--- config.mk ---
export PLATFORM = sky130hd
export DESIGN_NAME = dac_spi_monitor
export DESIGN_NICKNAME = d
export VERILOG_FILES = /design/src/rtl/dac_spi_monitor.sv
export SDC_FILE = /design/constraint.sdc
export NUM_CORES = 1
export LEC_CHECK = 0
export BUFFER_PORTS_ARGS = -buffer_cell sky130_fd_sc_hd__buf_2
export CAP_MARGIN = 20
export CORE_MARGIN = 8
export CORE_UTILIZATION = 35
export CTS_BUF_LIST = sky130_fd_sc_hd__clkbuf_8
export CTS_CLUSTER_SIZE = 8
export DETAILED_ROUTE_END_ITERATION = 10
export GPL_TIMING_DRIVEN = 0
export PLACE_DENSITY = 0.5
export SYNTH_ARGS = -nofsm -noshare
export SYNTH_HDL_FRONTEND = slang
export SYNTH_SLANG_ARGS = --single-unit
--- constraint.sdc ---
create_clock -name clk -period 4 [get_ports clk]
set_input_delay 0.8 -clock clk [delete_from_list [all_inputs] [get_ports clk]]
set_output_delay 0.8 -clock clk [all_outputs]
set_load 0.01 [all_outputs]
--- src/rtl/dac_spi_monitor.sv ---
// Receive-side decoder for AD5320 SPI write frames: oversamples the pins on clk,
// reassembles 16-bit frames tagged with the HC4051 position, and flags short/long/stalled frames.
module dac_spi_monitor #(
   parameter int FRAME_BITS  = 16,
   parameter int SYNC_STAGES = 2,
   parameter int TIMEOUT     = 255
) (
   input  logic        clk,
   input  logic        rst,
   input  logic        sclk_in,
   input  logic        sdata_in,
   input  logic        sync_n_in,
   input  logic [2:0]  pos_in,
   output logic        frame_valid,
   output logic [11:0] frame_data,
   output logic [1:0]  frame_pd,
   output logic [2:0]  frame_pos,
   output logic        frame_err,
   output logic [1:0]  err_code,
   output logic [15:0] frame_count
);
   localparam int             BCW      = $clog2(FRAME_BITS + 1);
   localparam logic [BCW-1:0] LAST_BIT = BCW'(FRAME_BITS);
   localparam logic [BCW-1:0] PRE_LAST = BCW'(FRAME_BITS - 1);
   localparam logic [7:0]     TO_LAST  = 8'(TIMEOUT - 1);
   // Only PD and data survive; the two leading don't-care bits shift straight out.
   localparam int             PAY_W    = 14;

   typedef enum logic [1:0] {IDLE, SHIFT, HOLD} state_t;

   logic [SYNC_STAGES-1:0]      sclk_sync, sdata_sync, sync_n_sync;
   logic [SYNC_STAGES-1:0][2:0] pos_sync;
   logic                        sclk_hist, sync_n_hist;
   logic                        sclk_s, sdata_s, sync_s;
   logic [2:0]                  pos_s;
   logic                        sclk_fall, sync_fall, sync_rise;

   // History flops reset low so a sync_n already low at release is not taken as a fresh edge.
   always_ff @(posedge clk or posedge rst) begin
      if (rst) begin
         sclk_sync   <= '0;
         sdata_sync  <= '0;
         sync_n_sync <= '0;
         pos_sync    <= '0;
         sclk_hist   <= 1'b0;
         sync_n_hist <= 1'b0;
      end else begin
         sclk_sync   <= {sclk_sync[SYNC_STAGES-2:0], sclk_in};
         sdata_sync  <= {sdata_sync[SYNC_STAGES-2:0], sdata_in};
         sync_n_sync <= {sync_n_sync[SYNC_STAGES-2:0], sync_n_in};
         pos_sync    <= {pos_sync[SYNC_STAGES-2:0], pos_in};
         sclk_hist   <= sclk_sync[SYNC_STAGES-1];
         sync_n_hist <= sync_n_sync[SYNC_STAGES-1];
      end
   end

   assign sclk_s    = sclk_sync[SYNC_STAGES-1];
   assign sdata_s   = sdata_sync[SYNC_STAGES-1];
   assign sync_s    = sync_n_sync[SYNC_STAGES-1];
   assign pos_s     = pos_sync[SYNC_STAGES-1];
   assign sclk_fall = sclk_hist & ~sclk_s;
   assign sync_fall = sync_n_hist & ~sync_s;
   assign sync_rise = ~sync_n_hist & sync_s;

   state_t           state, state_nxt;
   logic [PAY_W-1:0] shreg, shreg_nxt;
   logic [BCW-1:0]   bit_cnt, bit_cnt_nxt;
   logic [7:0]       to_cnt, to_cnt_nxt;
   logic [2:0]       pos_start, pos_start_nxt;
   logic             long_done, long_done_nxt;
   logic             valid_nxt, err_nxt;
   logic [1:0]       err_code_nxt, pd_nxt;
   logic [11:0]      data_nxt;
   logic [2:0]       fpos_nxt;
   logic [15:0]      count_nxt;

   always_ff @(posedge clk or posedge rst) begin
      if (rst) begin
         state       <= IDLE;
         shreg       <= '0;
         bit_cnt     <= '0;
         to_cnt      <= '0;
         pos_start   <= '0;
         long_done   <= 1'b0;
         frame_valid <= 1'b0;
         frame_err   <= 1'b0;
         err_code    <= 2'b00;
         frame_data  <= '0;
         frame_pd    <= '0;
         frame_pos   <= '0;
         frame_count <= '0;
      end else begin
         state       <= state_nxt;
         shreg       <= shreg_nxt;
         bit_cnt     <= bit_cnt_nxt;
         to_cnt      <= to_cnt_nxt;
         pos_start   <= pos_start_nxt;
         long_done   <= long_done_nxt;
         frame_valid <= valid_nxt;
         frame_err   <= err_nxt;
         err_code    <= err_code_nxt;
         frame_data  <= data_nxt;
         frame_pd    <= pd_nxt;
         frame_pos   <= fpos_nxt;
         frame_count <= count_nxt;
      end
   end

   always_comb begin
      state_nxt     = state;
      shreg_nxt     = shreg;
      bit_cnt_nxt   = bit_cnt;
      to_cnt_nxt    = to_cnt;
      pos_start_nxt = pos_start;
      long_done_nxt = long_done;
      valid_nxt     = 1'b0;
      err_nxt       = 1'b0;
      err_code_nxt  = err_code;
      data_nxt      = frame_data;
      pd_nxt        = frame_pd;
      fpos_nxt      = frame_pos;
      count_nxt     = frame_count;
      case (state)
         IDLE: begin
            if (sync_fall) begin
               state_nxt     = SHIFT;
               shreg_nxt     = '0;
               bit_cnt_nxt   = '0;
               to_cnt_nxt    = '0;
               pos_start_nxt = pos_s;
               long_done_nxt = 1'b0;
            end
         end
         SHIFT: begin
            if (bit_cnt == LAST_BIT) begin
               valid_nxt = 1'b1;
               data_nxt  = shreg[11:0];
               pd_nxt    = shreg[13:12];
               fpos_nxt  = pos_start;
               count_nxt = frame_count + 16'd1;
               // sync_n may already be back high if it rose together with the last edge.
               state_nxt = sync_s ? IDLE : HOLD;
            end else begin
               if (sclk_fall) begin
                  shreg_nxt   = {shreg[PAY_W-2:0], sdata_s};
                  bit_cnt_nxt = bit_cnt + 1'b1;
                  to_cnt_nxt  = '0;
               end else begin
                  to_cnt_nxt = to_cnt + 8'd1;
               end
               if (sync_rise && !(sclk_fall && bit_cnt == PRE_LAST)) begin
                  err_nxt      = 1'b1;
                  err_code_nxt = 2'b01;
                  state_nxt    = IDLE;
               end else if (!sclk_fall && to_cnt == TO_LAST) begin
                  err_nxt       = 1'b1;
                  err_code_nxt  = 2'b11;
                  long_done_nxt = 1'b1;
                  state_nxt     = HOLD;
               end
            end
         end
         HOLD: begin
            if (sync_rise) begin
               state_nxt = IDLE;
            end else if (sclk_fall && !sync_s && !long_done) begin
               err_nxt       = 1'b1;
               err_code_nxt  = 2'b10;
               long_done_nxt = 1'b1;
            end
         end
         default: state_nxt = IDLE;
      endcase
   end
endmodule

==> reports/qor.txt <==
net count after synthesis: 357
Design Power: 2.12 mW
synth warn: 0
H-tree Lvls: 3
critical path's largest stage delay: 0.41 ns
Initial Util: 0.357
fin nets: 413
Die X-Extent: 118 um
port bufs: 44
initial antenna violation count: 0
Hold Buf Count CTS: 0
clk root buf: clkbuf_8
Synth Instances: 339
setup violators final: 0
sequential element share of the synthesized area: 0.575
max_slew headroom: 0.657
leading cell type in the layout, fill and taps excluded: dfrtp_1
critical path peak fanout: 10
non-filler instance count after layout: 536
routed len/inst: 14.5 um
Async S/R FF share, synth: 1.00
outcome: complete, no violations
CTS tree: done
WS Path Type: reg -> reg
P&R area growth vs syn: 17.0%
most frequent cells in the layout: dfrtp_1, buf_2, nand2_1, inv_1, nand4_1
I/O pins: 45
DRT iter0 DRCs: 104
number of global-route vias before repair: 2740
Post-CTS Setup Repair Bufs: 0
EDFF count, synth: 0
post-synthesis area per instance: 10.8 sq um
number of fill cells: 1024
worst ir drop on vdd: 179 uV
FMAX: 470 MHz
critical path startpoint category: register
synthesized area: 3650 sq um
commonest register cell after synthesis: dfrtp_1
total congestion overflow: 0
CP required: 4.28 ns
P per Cell Area: 495 nW/um^2
Clock Path Buffers: 2
Diodes inserted: 0
final worst setup slack: 1.87 ns
Vias/cell: 4.90
Final Cycle Share: 0.531
crit path max-delay cell type: dfrtp_1
leakage power: 2.03 nW
DRT Pass-1 Iters: 4
unrepaired setup endpoints after global routing: false
total track usage: 0.118
Die Area: 14000 sq um
placed cells: 520
fin crit period: 2.13 ns
clock sinks: 84
cell mode on critical path: clkbuf_1
clock slew at reported path FFs: 0.08 ns
DP HPWL: 5.51 mm
Worst Skew: 0.00850 ns
synthesized flop and latch total: 84
Worst Tran Pin Value: 0.515 ns
Hold WC Path Type: reg -> reg
Worst-Skew Late Latency: 0.36 ns
Slew Viols, Final: 0
Hold Fails Final Rpt: 0
GPL Wtd Cong: 0.786
number of max-cap violations: 0
synth unique cells: 57
cts repair resizes: 0
Die H: 118 um
DR vias: 2629
critical path endpoint category: register
WP buf/inv: 4
share of layout cells above drive strength 1: 0.208
number of remaining DRC errors: 0
crit-path cells: inv_1 > ha_1 > buf_4 > clkbuf_1 > clkbuf_1 > nand4_1 > o21ai_1
CTS buffer count: 9
post-route antenna net violation count: 0
pre-CTS setup slack: 1.93 ns
Final Util: 0.418
first-pass GRT wire length: 13.5 mm
CP top delay family: buffers and inverters
total length of routed wires: 7.78 mm
largest net degree at the start of global routing: 46
# rows: 37
core area: 10200 sq um
crit path DAT: 2.40 ns
## cell type report
class	instances	area [sq um]	area share
tap	136	170	0.0398
multi-input combinational	212	1380	0.322
clock inverter	5	51.3	0.0120
clock buffer	11	151	0.0354
timing repair buffer	45	248	0.0579
buffer	16	72.6	0.0170
inverter	27	104	0.0243
sequential	84	2100	0.491
## routing by layer
layer  vias to the layer above  GRT usage  wire length, um  part of all wire
li1                       1299          -                -                 -
met2                        40      0.182             3630              0.47
met1                      1281      0.147             3740              0.48
met3                         9     0.0457              305             0.039
met5                         -          0                0                 0
met4                         0     0.0456              102             0.013
## Yosys cell counts, drive strengths merged (3+ instances only)
cell type	n	area, sq um
a21oi	6	30.0
mux2	5	60.1
buf	8	42.5
a221oi	3	32.5
or3	3	18.8
a31o	3	26.3
nand3	9	45.0
dfrtp	84	2100
nand2	35	134
inv	27	101
o21ai	40	200
nor3	4	30.0
xnor2	13	114
xor2	4	35.0
nor2b	3	18.8
nand4	23	144
nor2	12	45.0
and3	5	31.3
ha	10	125
nand2b	3	18.8
clkbuf	8	30.0
## per-stage QoR
step | area, sq um | setup TNS, ns | hold WS [ns]
2_1_floorplan | 3650 | 0 | 0.331
3_5_place_dp | 4080 | 0 | 0.337
3_3_place_gp | 4050 | -7.72 | 0.334
5_1_grt | 4280 | 0 | 0.358
6_report | 4280 | 0 | 0.352
4_1_cts | 4280 | 0 | 0.350
## power breakdown
group / switching [mW] / internal [mW] / total [mW]
clock network: 0.294 / 0.318 / 0.613
registers: 0.0634 / 0.933 / 0.996
logic: 0.329 / 0.180 / 0.509
## state kept, by name, indices dropped and copies added (netlist names), 5 cells and up
signal and cells:
frame_data 12, frame_count 16, shreg 14, bit_cnt 5
to_cnt 8
## worst paths after layout
check | startpoint | depth (start not counted) | slack, ns | endpoint
setup / recovery | state[1] | 7 | 1.87 | shreg[0]
hold / removal | sync_n_sync[0] | 0 | 0.35 | sync_n_sync[1]
setup reg to reg | state[1] | 7 | 1.87 | shreg[0]
hold reg to reg | sync_n_sync[0] | 0 | 0.35 | sync_n_sync[1]
max in group asynchronous | rst | 3 | 2.92 | shreg[1]
min in group asynchronous | rst | 2 | 0.48 | frame_count[7]
## cell families after synthesis
family	Yosys count	synth area share
xor+xnor	17	0.0407
mux	5	0.0164
buf+inv	43	0.0476
fa+ha+maj	10	0.0342
flops	84	0.575
compound gates	69	0.120
simple gates	111	0.166
Note: power is estimated with default switching activity, not from simulation.
